## config.mk

```make
export PLATFORM = sky130hd
export DESIGN_NAME = pll_cfg_ctrl
export DESIGN_NICKNAME = d
export VERILOG_FILES = /design/src/rtl/pll_cfg_ctrl.sv
export SDC_FILE = /design/constraint.sdc
export NUM_CORES = 1
export LEC_CHECK = 0
export CAP_MARGIN = 25
export CORE_MARGIN = 3
export CORE_UTILIZATION = 30
export CTS_CLUSTER_DIAMETER = 80
export DETAILED_ROUTE_END_ITERATION = 6
export PLACE_DENSITY = 0.56
export RECOVER_POWER = 100
export SYNTH_ARGS = -nofsm -noshare
export SYNTH_HDL_FRONTEND = slang
export SYNTH_SLANG_ARGS = --single-unit
```

## constraint.sdc

```tcl
create_clock -name clk_i -period 3.3 [get_ports clk_i]
set_input_delay 0.66 -clock clk_i [delete_from_list [all_inputs] [get_ports clk_i]]
set_output_delay 0.66 -clock clk_i [all_outputs]
set_load 0.01 [all_outputs]
```

## src/rtl/pll_cfg_ctrl.sv

```systemverilog
// pll_cfg_ctrl: divider-change and lock-qualification sequencer for a PLL.
// Build option: define PLL_CFG_CTRL_RELOCK_EN for automatic relock with up to 3 retries.
module pll_cfg_ctrl #(
   parameter int REF_DIV_WIDTH = 4,
   parameter int FB_DIV_WIDTH  = 8,
   parameter int DEF_REFDIV    = 1,
   parameter int DEF_FBDIV     = 2,
   parameter int RST_CYCLES    = 4,
   parameter int LOCK_STABLE   = 8,
   parameter int LOCK_TIMEOUT  = 64
) (
   input  logic                     clk_i,
   input  logic                     srst_i,
   input  logic                     req_valid_i,
   output logic                     req_ready_o,
   input  logic [REF_DIV_WIDTH-1:0] req_refdiv_i,
   input  logic [FB_DIV_WIDTH-1:0]  req_fbdiv_i,
   output logic [REF_DIV_WIDTH-1:0] refdiv_o,
   output logic [FB_DIV_WIDTH-1:0]  fbdiv_o,
   output logic                     pll_arst_no,
   input  logic                     pll_locked_i,
   output logic                     locked_o,
   output logic                     busy_o,
   output logic                     done_o,
   output logic                     err_o,
   output logic                     lost_o
);

   localparam logic [1:0] ST_HOLD = 2'd0;
   localparam logic [1:0] ST_WAIT = 2'd1;
   localparam logic [1:0] ST_IDLE = 2'd2;

   localparam int MAX_CNT = (RST_CYCLES > LOCK_STABLE) ?
                            ((RST_CYCLES > LOCK_TIMEOUT) ? RST_CYCLES : LOCK_TIMEOUT) :
                            ((LOCK_STABLE > LOCK_TIMEOUT) ? LOCK_STABLE : LOCK_TIMEOUT);
   localparam int CW = $clog2(MAX_CNT + 1);

   logic                     lk_meta_r, lk_sync_r;
   logic [1:0]               state_r, state_nx_s;
   logic [CW-1:0]            hcnt_r, hcnt_nx_s;
   logic [CW-1:0]            tcnt_r, tcnt_nx_s;
   logic [CW-1:0]            scnt_r, scnt_nx_s;
   logic [CW-1:0]            tcnt_inc_s, scnt_inc_s;
   logic [REF_DIV_WIDTH-1:0] refdiv_r, refdiv_nx_s;
   logic [FB_DIV_WIDTH-1:0]  fbdiv_r, fbdiv_nx_s;
   logic                     arst_n_r, arst_n_nx_s;
   logic                     locked_r, locked_nx_s;
   logic                     busy_r, busy_nx_s;
   logic                     done_r, done_nx_s;
   logic                     err_r, err_nx_s;
   logic                     lost_r, lost_nx_s;
   logic                     ready_r, ready_nx_s;
`ifdef PLL_CFG_CTRL_RELOCK_EN
   logic [1:0]               retry_r, retry_nx_s;
`endif

   assign tcnt_inc_s = tcnt_r + CW'(1);
   assign scnt_inc_s = scnt_r + CW'(1);

   // Two-flop synchronizer for the asynchronous PLL lock indication.
   always_ff @(posedge clk_i) begin
      if (srst_i) begin
         lk_meta_r <= 1'b0;
         lk_sync_r <= 1'b0;
      end else begin
         lk_meta_r <= pll_locked_i;
         lk_sync_r <= lk_meta_r;
      end
   end

   // Next-state and next-output decode for the HOLD / WAIT / IDLE sequencer.
   always_comb begin
      state_nx_s  = state_r;
      hcnt_nx_s   = hcnt_r;
      tcnt_nx_s   = tcnt_r;
      scnt_nx_s   = scnt_r;
      refdiv_nx_s = refdiv_r;
      fbdiv_nx_s  = fbdiv_r;
      arst_n_nx_s = arst_n_r;
      locked_nx_s = locked_r;
      busy_nx_s   = busy_r;
      done_nx_s   = 1'b0;
      err_nx_s    = err_r;
      lost_nx_s   = lost_r;
      ready_nx_s  = ready_r;
`ifdef PLL_CFG_CTRL_RELOCK_EN
      retry_nx_s  = retry_r;
`endif
      case (state_r)
         ST_HOLD: begin
            if (hcnt_r == CW'(RST_CYCLES - 1)) begin
               arst_n_nx_s = 1'b1;
               hcnt_nx_s   = {CW{1'b0}};
               tcnt_nx_s   = {CW{1'b0}};
               scnt_nx_s   = {CW{1'b0}};
               state_nx_s  = ST_WAIT;
            end else begin
               hcnt_nx_s   = hcnt_r + CW'(1);
            end
         end
         ST_WAIT: begin
            tcnt_nx_s = tcnt_inc_s;
            if (lk_sync_r) begin
               scnt_nx_s = scnt_inc_s;
            end else begin
               scnt_nx_s = {CW{1'b0}};
            end
            // Lock qualification takes priority over a coincident timeout.
            if (lk_sync_r && (scnt_inc_s == CW'(LOCK_STABLE))) begin
               locked_nx_s = 1'b1;
               done_nx_s   = 1'b1;
               busy_nx_s   = 1'b0;
               ready_nx_s  = 1'b1;
               state_nx_s  = ST_IDLE;
`ifdef PLL_CFG_CTRL_RELOCK_EN
               retry_nx_s  = 2'd0;
`endif
            end else if (tcnt_inc_s == CW'(LOCK_TIMEOUT)) begin
`ifdef PLL_CFG_CTRL_RELOCK_EN
               if (retry_r != 2'd3) begin
                  retry_nx_s  = retry_r + 2'd1;
                  arst_n_nx_s = 1'b0;
                  hcnt_nx_s   = {CW{1'b0}};
                  state_nx_s  = ST_HOLD;
               end else begin
                  err_nx_s    = 1'b1;
                  locked_nx_s = 1'b0;
                  busy_nx_s   = 1'b0;
                  ready_nx_s  = 1'b1;
                  state_nx_s  = ST_IDLE;
               end
`else
               err_nx_s    = 1'b1;
               locked_nx_s = 1'b0;
               busy_nx_s   = 1'b0;
               ready_nx_s  = 1'b1;
               state_nx_s  = ST_IDLE;
`endif
            end else begin
               state_nx_s = ST_WAIT;
            end
         end
         ST_IDLE: begin
            // An accepted request clears any lock loss seen in the same cycle.
            if (req_valid_i && ready_r) begin
               refdiv_nx_s = req_refdiv_i;
               fbdiv_nx_s  = req_fbdiv_i;
               err_nx_s    = 1'b0;
               lost_nx_s   = 1'b0;
               locked_nx_s = 1'b0;
               ready_nx_s  = 1'b0;
               busy_nx_s   = 1'b1;
               arst_n_nx_s = 1'b0;
               hcnt_nx_s   = {CW{1'b0}};
               state_nx_s  = ST_HOLD;
`ifdef PLL_CFG_CTRL_RELOCK_EN
               retry_nx_s  = 2'd0;
`endif
            end else if (locked_r && !lk_sync_r) begin
               locked_nx_s = 1'b0;
               lost_nx_s   = 1'b1;
`ifdef PLL_CFG_CTRL_RELOCK_EN
               ready_nx_s  = 1'b0;
               busy_nx_s   = 1'b1;
               arst_n_nx_s = 1'b0;
               hcnt_nx_s   = {CW{1'b0}};
               retry_nx_s  = 2'd0;
               state_nx_s  = ST_HOLD;
`endif
            end else begin
               state_nx_s = ST_IDLE;
            end
         end
         default: begin
            state_nx_s  = ST_HOLD;
            hcnt_nx_s   = {CW{1'b0}};
            arst_n_nx_s = 1'b0;
            locked_nx_s = 1'b0;
            busy_nx_s   = 1'b1;
            ready_nx_s  = 1'b0;
         end
      endcase
   end

   // State, counter and output registers with synchronous reset.
   always_ff @(posedge clk_i) begin
      if (srst_i) begin
         state_r  <= ST_HOLD;
         hcnt_r   <= {CW{1'b0}};
         tcnt_r   <= {CW{1'b0}};
         scnt_r   <= {CW{1'b0}};
         refdiv_r <= REF_DIV_WIDTH'(DEF_REFDIV);
         fbdiv_r  <= FB_DIV_WIDTH'(DEF_FBDIV);
         arst_n_r <= 1'b0;
         locked_r <= 1'b0;
         busy_r   <= 1'b1;
         done_r   <= 1'b0;
         err_r    <= 1'b0;
         lost_r   <= 1'b0;
         ready_r  <= 1'b0;
`ifdef PLL_CFG_CTRL_RELOCK_EN
         retry_r  <= 2'd0;
`endif
      end else begin
         state_r  <= state_nx_s;
         hcnt_r   <= hcnt_nx_s;
         tcnt_r   <= tcnt_nx_s;
         scnt_r   <= scnt_nx_s;
         refdiv_r <= refdiv_nx_s;
         fbdiv_r  <= fbdiv_nx_s;
         arst_n_r <= arst_n_nx_s;
         locked_r <= locked_nx_s;
         busy_r   <= busy_nx_s;
         done_r   <= done_nx_s;
         err_r    <= err_nx_s;
         lost_r   <= lost_nx_s;
         ready_r  <= ready_nx_s;
`ifdef PLL_CFG_CTRL_RELOCK_EN
         retry_r  <= retry_nx_s;
`endif
      end
   end

   assign req_ready_o = ready_r;
   assign refdiv_o    = refdiv_r;
   assign fbdiv_o     = fbdiv_r;
   assign pll_arst_no = arst_n_r;
   assign locked_o    = locked_r;
   assign busy_o      = busy_r;
   assign done_o      = done_r;
   assign err_o       = err_r;
   assign lost_o      = lost_r;

endmodule

```

; Word-level counts from Yosys, hierarchy flattened
; Index checks and enable logic that the tools add are counted.
[totals]
output_inout_bits = 19
wordCells = 82
input_bits = 16
ff_bits = 44
[classes]
bitwise = 2
add_sub_neg = 3
eq_ne = 12
n_reduce_logical = 18
muxes = 32
[op_table]
columns = operator, n
row1 = 7-bit two-way mux, 4
row2 = 7-bit case mux with 2 select lines, 2
row3 = "7-bit by 1-bit adder with 7-bit output, second input constant", 3
row4 = 7-bit case mux with 3 select lines, 1
row5 = 1-bit two-way mux, 14
row6 = 1-bit case mux with 3 select lines, 4
row7 = 2-bit two-way mux, 5
row8 = 2-bit AND reduction, 5
row9 = "3-bit inequality test, second input constant", 3
row10 = 3-bit AND reduction, 3
row11 = "2-bit inequality test, second input constant", 4
row12 = "7-bit by 2-bit == test with 1-bit output, second input constant", 1
row13 = "7-bit by 4-bit == test with 1-bit output, second input constant", 1
row14 = "7-bit == test, second input constant", 1
row15 = 2-bit case mux with 3 select lines, 1
row16 = 2-bit nonzero test, 3
row17 = 4-bit AND reduction, 1
row18 = 1-bit logical AND, 3
row19 = "2-bit by 1-bit == test with 1-bit output, second input constant", 1
row20 = "2-bit == test, second input constant", 1
row21 = 2-bit zero test, 1
row22 = 1-bit NOT, 2
row23 = 1-bit case mux with 2 select lines, 1
row24 = 2-bit OR reduction, 1
row25 = 1-bit zero test, 1

; Depth between registers and ports, before layout
; Gate-level depths: netlist (run 1).
[depth]
depth_word = 5
mapped_depth = 7
depth_no_buf = 6

; Worst setup path after synthesis (run 1)
; Ideal clock, no wire load.
[synth_path]
path_kind = register -> register
startpoint = reg scnt_r[0]
endpoint = reg scnt_r[6]
synth_period_minus_slack_ns = 1.515
required_ns = 3.209
path_stages_with_launch = 7
path_slack_ns = 1.785
setup_ns = 0.091
t_arrival_ns = 1.424
n_path_buf = 0
cell_sequence = dfxtp_1 > ha_1 > nand3_1 > or2_2 > nor2_1 > nor2_1 > a311oi_1
[synth_between]
elab_chain_len = 3
[synth_lines]
columns = item, line
row1 = start: declaration, 42  ; logic [CW-1:0] scnt_r, scnt_nx_s;
row2 = start signal: assignment, 191  ; scnt_r <= {CW{1'b0}};
row3 = start signal: assignment, 208  ; scnt_r <= scnt_nx_s;
row4 = 7-bit by 1-bit adder with 7-bit output, 58  ; assign scnt_inc_s = scnt_r + CW'(1);
row5 = 7-bit two-way mux, 103  ; if (lk_sync_r) begin
row6 = 7-bit case mux with 2 select lines, 89  ; case (state_r)
; No other way between the ends.
; A chain may end at the register's enable or synchronous reset.

==> summary.txt, run 1 <==
Outcome -> finished, final reports clean
P_sw -> 323 uW
WL per Instance -> 12.9 um
Die H -> 87.7 um
Critical path cell sequence -> dlygate4sd3_1, clkbuf_1, nand3b_1, a31oi_1
Post-CTS setup buffers -> 0
P_leak -> 0.866 nW
Post-synth cell types -> 45
Max Cap Viol -> 0
Initial core utilization -> 0.312
Worst EP arrival -> 2.65 ns
HPWL Detailed -> 3.16 mm
Worst vdd ir -> 0.289 mV
Min-delay src -> lk_meta_r
Cell area power density -> 472 nW/um2
Asr flop ratio synth -> 0
Worst slew margin relative to its limit -> 0.314
Initial drt markers -> 110
Fin nets -> 294
CTS tree -> done
Clk buf depth -> 2
Die X-Extent -> 87.7 um
Pin count of the biggest net entering global routing -> 26
Ys Warns -> 0
Sink Count -> 44
Top post-synthesis cells by area -> dfxtp_1, nand2_1, a21oi_1
Critical path fanouts, max -> 25
Combinational share of power -> 0.143
Die footprint -> 7700 um2
FILL cells -> 666
ANT nets after route -> 0
Slew Viols, Final -> 0
Least-Margin Pin Slew -> 1.03 ns
Root Buffer -> clkbuf_8
Top-area cell type share of the netlist area -> 0.439
Worst Setup SP -> srst_i
Switching share of power -> 0.276
Placed Instances -> 344
Synth Net Count -> 265
Post_cts resized -> 0
Final Non-Filler Cells -> 352
Synth area leader -> dfxtp_1
DRC -> 0
Fraction of layout cells with a size suffix above 1 -> 0.0509
Layout area overhead -> 24.1%
Drt pass-1 iters -> 4
Setup CP Type -> in -> reg
First-pass GRT wire length -> 7.25 mm
Most frequent cells in the layout -> dfxtp_1, nand2_1, nor2_1
Max Clk Rate -> 403 MHz
Core area -> 6420 um2
Crit path time final -> 2.48 ns
Largest stage delay on the critical path -> 0.91 ns
# IOs -> 35
Vias per inst -> 5.00
Setup clock skew after layout -> 0.00514 ns
Initial antenna violation count -> 0
Worst hold path type -> reg -> reg
Num rows -> 29
Pre-CTS setup slack -> 1.08 ns
Critical-path top delay cell -> dlygate4sd3_1
Tot GR Track Use -> 0.118
Vias post-DR -> 1,759
Power share of the clock group -> 0.358
Setup-failing EPs final -> 0
H-tree Lvls -> 2
Number of global-route vias before repair -> 1,534
Internal Power -> 850 uW
CP endpoint kind -> register
Hold buffers post-CTS -> 0
RSZ-0062 raised after global routing -> false
Seq pwr share -> 0.499
Commonest non-fill, non-tap cell in the layout -> dfxtp_1
DRT Wirelength -> 4.53 mm
Seq cells post-synth -> 44
Top_reg_cell synth -> dfxtp_1
Core Util, Final -> 0.387
IO Port Bufs -> 34
Fin worst setup slack -> 0.822 ns
Period utilisation layout -> 0.751
Clk Latency, worst-skew pair -> 0.30 ns
Antenna cells -> 0
Cells after Synth -> 245
Post-synth EDFFs -> 0
Worst R2R Start -> state_r[0]
Mapped Avg Cell Area -> 8.18 um2
Setup crit start kind -> input pin
Clk slew on worst S/H paths -> 0.08 ns
CTS Buf Count -> 5
Register area share after synthesis -> 0.439
Synth Cell Area -> 2000 um2
Final hold vios -> 0
GPL Wtd Cong -> 0.772
Congestion Overflow GR -> 0
Post-route setup TNS -> 0 ns
WP data required -> 3.47 ns
sequential cells by signal, indices dropped and copies added (netlist names):
| name | flops |
|---|---|
| done_o | 1 |
| tcnt_r | 7 |
| fbdiv_o | 8 |
| req_ready_o | 1 |
| lk_sync_r | 1 |
| lk_meta_r | 1 |
| hcnt_r | 7 |
| refdiv_o | 4 |
| busy_o | 1 |
| err_o | 1 |
| locked_o | 1 |
| lost_o | 1 |
| pll_arst_no | 1 |
| scnt_r | 7 |
| state_r | 2 |
cells in the mapped netlist (2+ instances only):
library cell / count
nand2_1: 40
nand4_1: 6
nor3_1: 5
buf_2: 2
o21ai_0: 8
nor2b_1: 4
nor2_1: 29
clkbuf_1: 9
buf_6: 2
and3_1: 3
xnor2_1: 2
a31oi_1: 4
o211ai_1: 2
dfxtp_1: 44
nand3_1: 9
ha_1: 4
nand3b_1: 5
a22oi_1: 2
a21oi_1: 22
nor4b_1: 2
nand2b_1: 6
a311oi_1: 8
nor2_2: 2
xor2_1: 4
final timing paths:
check	end	depth (start not counted)	slack, ns
worst max-delay path	state_r[0]	4	0.82
worst min register to register	lk_sync_r	1	0.44
worst max register to register	tcnt_r[4]	4	1.22
worst min-delay path	lk_sync_r	1	0.44
layer usage:
| layer | global-route usage | share of wire |
|---|---|---|
| met1 | 0.170 | 0.51 |
| met3 | 0.0386 | 0.044 |
| met5 | 0 | 0 |
| met2 | 0.172 | 0.43 |
| met4 | 0.0251 | 0.0093 |
cell type report:
type / instances / area (um2) / share of cell area
Clock buffer: 5 / 68.8 / 0.0277
Inverter: 1 / 3.75 / 0.00151
Multi-Input combinational cell: 186 / 1040 / 0.420
Timing Repair Buffer: 36 / 352 / 0.141
Tap cell: 77 / 96.3 / 0.0387
Sequential cell: 44 / 881 / 0.354
Clock inverter: 3 / 42.5 / 0.0171
power groups by stage:
| stage | Combinational (mW) | Clock, mW | Sequential [mW] |
|---|---|---|---|
| detailed placement | 0.171 | 0 | 0.598 |
| finish | 0.168 | 0.420 | 0.586 |
| global placement | 0.171 | 0 | 0.598 |
| global route | 0.189 | 0.448 | 0.592 |
| CTS | 0.173 | 0.430 | 0.585 |
| floorplan | 0.134 | 0 | 0.587 |
critical path: cells and delay by family:
family                 cells  cell delay (ns)
buffers and inverters      2             1.74
AND/OR/NAND/NOR            1             0.21
AO/OA/AOI/OAI              1             0.04
through the flow:
stage	instance area [um2]	hold slack [ns]	power, mW
6_report	2490	0.442	1.17
3_3_place_gp	2380	0.424	0.769
3_5_place_dp	2380	0.425	0.769
4_1_cts	2500	0.446	1.19
2_1_floorplan	2000	0.414	0.722
5_1_grt	2490	0.462	1.23
cell families (layout without fill, tap and decap cells):
kind of cell | after synthesis | in the layout | share of synthesized area
compound gates | 56 | 56 | 0.177
simple gates | 119 | 119 | 0.290
flops | 44 | 44 | 0.439
buf+inv | 15 | 45 | 0.0374
fa+ha+maj | 4 | 4 | 0.0250
mux | 1 | 1 | 0.00499
xor+xnor | 6 | 6 | 0.0262
Note: power is estimated with default switching activity, not from simulation.
==> run 2: changes to the inputs <==
--- a/config.mk
+++ b/config.mk
@@ -10,7 +10,7 @@
 export CORE_UTILIZATION = 30
 export CTS_CLUSTER_DIAMETER = 80
 export DETAILED_ROUTE_END_ITERATION = 6
-export PLACE_DENSITY = 0.56
+export PLACE_DENSITY = 0.58
 export RECOVER_POWER = 100
 export SYNTH_ARGS = -nofsm -noshare
 export SYNTH_HDL_FRONTEND = slang
==> constraint.sdc (replaced) <==
create_clock -name clk_i -period 2.1 [get_ports clk_i]
set_input_delay 0.42 -clock clk_i [delete_from_list [all_inputs] [get_ports clk_i]]
set_output_delay 0.42 -clock clk_i [all_outputs]
set_load 0.01 [all_outputs]
==> run 2 against run 1 <==
Clock power increased by 45%. Clock skew increased by 0.0031 ns. Core utilization increased by 0.12 points. Global-route usage increased by 0.65 points. Flip-flop and latch count unchanged. Register-to-register slack got worse by 0.94 ns. Setup slack got worse by 0.54 ns. Wire length increased by 1.9%. Critical path type is now reg -> reg. Critical endpoint is now busy_o.
==> summary.txt, run 2 (synthesized netlist as in run 1, its figures left out) <==
Outcome -> finished, final reports clean
Cell area power density -> 722 nW/um2 (+53%)
Min-delay src -> refdiv_o[1]
Core area -> 6420 um2 (unchanged)
Antenna cells -> 0 (unchanged)
Post-layout power -> 1.80 mW (+54%)
WL per Instance -> 13.1 um (+1.3%)
Congestion Overflow GR -> 0 (unchanged)
Setup crit start kind -> register
Post_cts resized -> 0 (unchanged)
Worst slew margin relative to its limit -> 0.502 (+0.188)
Setup CP Type -> reg -> reg
Least-Margin Pin Slew -> 0.746 ns (-0.282 ns)
Number of global-route vias before repair -> 1,617 (+5.4%)
Period utilisation layout -> 0.868
HPWL Detailed -> 3.24 mm (+2.5%)
DRT Wirelength -> 4.62 mm (+1.9%)
Clk buf depth -> 2 (unchanged)
IO Port Bufs -> 34 (unchanged)
Hold path endpoint -> refdiv_o[1]
# IOs -> 35 (unchanged)
Max FFs per register -> 8 (unchanged)
Commonest non-fill, non-tap cell in the layout -> dfxtp_1
Worst hold path type -> reg -> reg
Most frequent cells in the layout -> dfxtp_1, nand2_1, nor2_1
R2r worst-path depth -> 6 (+2)
CTS tree -> done
Layout area overhead -> 24.5%
Clk Latency, worst-skew pair -> 0.29 ns (about the same)
GPL Wtd Cong -> 0.763 (-1.2%)
Vias per inst -> 5.05 (+1.0%)
WP data required -> 2.28 ns (-1.19 ns)
Initial drt markers -> 76 (-31%)
Critical path fanouts, max -> 8 (-68%)
Setup clock skew after layout -> 0.00819 ns (+0.00305 ns)
DRC -> 0 (unchanged)
Setup-failing EPs final -> 0 (unchanged)
Clk slew on worst S/H paths -> 0.08 ns (about the same)
Drt pass-1 iters -> 4 (unchanged)
FILL cells -> 653 (-2.0%)
H-tree Lvls -> 2 (unchanged)
Max Cap Viol -> 0 (unchanged)
Post-route setup TNS -> 0 ns (unchanged)
Die X-Extent -> 87.7 um (unchanged)
Pin count of the biggest net entering global routing -> 22 (-15%)
Post-CTS setup buffers -> 0 (unchanged)
Core Util, Final -> 0.388 (+0.00117)
Root Buffer -> clkbuf_8
Final hold vios -> 0 (unchanged)
Crit path time final -> 1.82 ns
First-pass GRT wire length -> 7.65 mm (+5.6%)
Slew Viols, Final -> 0 (unchanged)
P_leak -> 0.879 nW (+1.5%)
CP endpoint kind -> register
Worst vdd ir -> 0.458 mV (+59%)
ANT nets after route -> 0 (unchanged)
Reg2Reg Setup Slack -> 0.28 ns (-0.94 ns)
Die footprint -> 7700 um2 (unchanged)
Worst Setup SP -> scnt_r[0]
Die H -> 87.7 um (unchanged)
Worst EP arrival -> 2.01 ns (-0.64 ns)
Hold buffers post-CTS -> 0 (unchanged)
RSZ-0062 raised after global routing -> false
Worst hold slack -> 0.452 ns (+0.0100 ns)
Reg-to-reg endpoint -> busy_o
Sink Count -> 44 (unchanged)
Initial antenna violation count -> 0 (unchanged)
Worst Hold Depth -> 2 (+1)
Initial core utilization -> 0.312 (unchanged)
Fin nets -> 298 (+1.4%)
Tot GR Track Use -> 0.124 (+0.00650)
Num rows -> 29 (unchanged)
Worst R2R Start -> scnt_r[0]
Fraction of layout cells with a size suffix above 1 -> 0.0505 (-0.000368)
Max Clk Rate -> 549 MHz
CTS Buf Count -> 5 (unchanged)
Vias post-DR -> 1,787 (+1.6%)
## run 2: power by group
part           leakage, nW  internal (mW)  switching, mW
Clock               0.0501          0.342          0.268
Sequential           0.356          0.871         0.0404
Combinational        0.473          0.119          0.162
## run 2: worst max-delay path, stage by stage, from the launching register on
cell	delay, ns
dfxtp_1	0.38
ha_1	0.32
nor4b_1	0.30
nand3_1	0.11
o21ai_0	0.18
nand3_1	0.23
and3_1	0.20
## run 2: stage by stage
step           cell area, um2  setup slack, ns  instances
2_1_floorplan            2000            0.585        245
3_3_place_gp             2410            0.313        348
3_5_place_dp             2410            0.273        348
6_report                 2490            0.277        354
4_1_cts                  2510            0.332        354
5_1_grt                  2490            0.119        354
## run 2: final cells by class
class	count	area (um2)	area share
clock buffer	5	68.8	0.0276
clock inverter	1	30.0	0.0120
inverter	1	3.75	0.00150
multi-input combinational	186	1040	0.417
sequential	44	881	0.353
tap	77	96.3	0.0386
timing repair buffer	40	375	0.150
## run 2: per-layer routing
layer | global-route usage | part of all wire | vias up
met1 | 0.173 | 0.51 | 831
met2 | 0.190 | 0.44 | 21
met3 | 0.0329 | 0.033 | 5
li1 | - | - | 930
met4 | 0.0335 | 0.0091 | 0
met5 | 0 | 0 | -
## run 2: worst max path at each step
stage	to	slack, ns
after global routing	busy_o	0.12
after CTS	busy_o	0.33
final	busy_o	0.28
after detailed placement	hcnt_r[3]	0.27
after global placement	hcnt_r[6]	0.31
after floorplan	scnt_r[6]	0.59
==> run 3: changes to the inputs <==
--- a/config.mk
+++ b/config.mk
@@ -7,10 +7,10 @@
 export LEC_CHECK = 0
 export CAP_MARGIN = 25
 export CORE_MARGIN = 3
-export CORE_UTILIZATION = 30
+export CORE_UTILIZATION = 24
 export CTS_CLUSTER_DIAMETER = 80
 export DETAILED_ROUTE_END_ITERATION = 6
-export PLACE_DENSITY = 0.58
+export PLACE_DENSITY = 0.5
 export RECOVER_POWER = 100
 export SYNTH_ARGS = -nofsm -noshare
 export SYNTH_HDL_FRONTEND = slang
==> run 3 against run 2 <==
Core utilization down 6.7 points. Die area grew 23%. Flip-flop and latch count unchanged. Global-route usage decreased by 2.0 points. Via count is 0.62% higher. Clock power increased by 13%. Hold slack worse by 0.0061 ns. Cell area grew 2.1%. Count of clock-buffer cells in the layout grew 1. Largest cell class unchanged. Largest power group unchanged.
==> summary.txt, run 3 (synthesized netlist as in run 1, its figures left out) <==
Post-route setup TNS -> 0 ns (unchanged)
# IOs -> 35 (unchanged)
Critical-path top delay cell -> dfxtp_1
Clk slew on worst S/H paths -> 0.09 ns (about the same)
Initial core utilization -> 0.253 (-0.0593)
Drt pass-1 iters -> 4 (unchanged)
Placed Instances -> 373 (+7.2%)
Die H -> 97.4 um (+11%)
CTS tree -> done
WL per Instance -> 12.5 um (-4.4%)
Max FFs per register -> 8 (unchanged)
DRC -> 0 (unchanged)
Setup-failing EPs final -> 0 (unchanged)
Worst vdd ir -> 0.300 mV (-35%)
Final Non-Filler Cells -> 381 (+7.6%)
Core area -> 7930 um2 (+23%)
Outcome -> finished, final reports clean
Num rows -> 32 (+10%)
Antenna cells -> 0 (unchanged)
Reg2Reg Setup Slack -> 0.23 ns (-0.04 ns)
Least-Margin Pin Slew -> 0.628 ns (-0.118 ns)
H-tree Lvls -> 2 (unchanged)
Pin count of the biggest net entering global routing -> 16 (-27%)
DRT Wirelength -> 4.75 mm (+2.9%)
WP data required -> 2.32 ns (+0.04 ns)
Critical path fanouts, max -> 13 (+5)
Slew Viols, Final -> 0 (unchanged)
RSZ-0062 raised after global routing -> false
Hold buffers post-CTS -> 0 (unchanged)
Commonest non-fill, non-tap cell in the layout -> dfxtp_1
First-pass GRT wire length -> 8.31 mm (+8.7%)
Fraction of layout cells with a size suffix above 1 -> 0.0502 (-0.000362)
IO Port Bufs -> 34 (unchanged)
Max Clk Rate -> 536 MHz (-2.3%)
Placed cell areas -> 2450 um2 (+1.3%)
Worst hold path type -> reg -> reg
Final hold vios -> 0 (unchanged)
Cell area power density -> 738 nW/um2 (+2.1%)
Period utilisation layout -> 0.889 (+0.0206)
P_leak -> 0.885 nW (+0.61%)
Max Cap Viol -> 0 (unchanged)
Die X-Extent -> 97.4 um (+11%)
HPWL Detailed -> 3.38 mm (+4.1%)
Die footprint -> 9480 um2 (+23%)
CTS Buf Count -> 5 (unchanged)
Post_cts resized -> 0 (unchanged)
Most frequent cells in the layout -> dfxtp_1, nand2_1, nor2_1
Fin nets -> 298 (unchanged)
Clk buf depth -> 2 (unchanged)
Congestion Overflow GR -> 0 (unchanged)
Worst EP arrival -> 2.08 ns (+0.07 ns)
ANT nets after route -> 0 (unchanged)
Setup clock skew after layout -> 0.0112 ns (+0.00298 ns)
CP endpoint kind -> register
Root Buffer -> clkbuf_8
Initial drt markers -> 69 (-9.2%)
Worst slew margin relative to its limit -> 0.581 (+0.0789)
Number of global-route vias before repair -> 1,724 (+6.6%)
Design area -> 2550 um2 (+2.1%)
Post-CTS setup buffers -> 0 (unchanged)
Sink Count -> 44 (unchanged)
Critical path cell sequence -> nor2b_1, clkbuf_1, nand2_1, o21ai_0, nor2_1, nor3_1
Setup CP Type -> reg -> reg
Initial antenna violation count -> 0 (unchanged)
Vias per inst -> 4.72 (-6.5%)
Layout area overhead -> 27.0%
Crit path time final -> 1.87 ns (+0.0432 ns)
Vias post-DR -> 1,798 (+0.62%)
Core Util, Final -> 0.321 (-0.0673)
Post-layout power -> 1.88 mW (+4.2%)
Largest stage delay on the critical path -> 0.59 ns (+0.21 ns)
Setup crit start kind -> register
Clk Latency, worst-skew pair -> 0.30 ns (about the same)
GPL Wtd Cong -> 0.773 (+1.3%)
Tot GR Track Use -> 0.104 (-0.0203)
## run 3: final timing paths
check | from | endpoint | cells after the start
max | state_r[0] | scnt_r[2] | 6
min | lk_meta_r | lk_sync_r | 1
max reg2reg | state_r[0] | scnt_r[2] | 6
min reg2reg | lk_meta_r | lk_sync_r | 1
## run 3: metrics by stage
| step | setup WS, ns | hold WS [ns] |
|---|---|---|
| final | 0.234 | 0.446 |
| after global routing | 0.0393 | 0.468 |
| after CTS | 0.347 | 0.446 |
| after detailed placement | 0.154 | 0.425 |
| after global placement | 0.179 | 0.419 |
| after floorplan | 0.585 | 0.414 |
## run 3: where the power goes
group | switching [mW] | internal, mW | leakage (nW) | total (mW)
sequential | 0.0522 | 0.871 | 0.356 | 0.923
clock | 0.301 | 0.389 | 0.0614 | 0.690
combinational | 0.153 | 0.111 | 0.468 | 0.265
## run 3: area by class of cell
| class | instances | area (um2) |
|---|---|---|
| Inverter | 1 | 3.75 |
| Fill cell | 876 | 5380 |
| Sequential cell | 44 | 881 |
| Clock inverter | 2 | 38.8 |
| Tap cell | 102 | 128 |
| Timing Repair Buffer | 40 | 370 |
| Multi-Input combinational cell | 186 | 1040 |
| Clock buffer | 6 | 82.6 |
## run 3: layer usage
metal  vias to the layer above  track usage  wire length [um]
met3                         2       0.0294               173
met5                         -            0                 0
met4                         0       0.0288                20
met1                       837        0.144              2430
li1                        935            -                 -
met2                        24        0.159              2130
## run 3: worst max-delay path, delay by kind of cell, from the launching register on
family	cells	cell delay, ns
compound gates	1	0.19
buf+inv	1	0.33
flops	1	0.59
simple gates	4	0.67
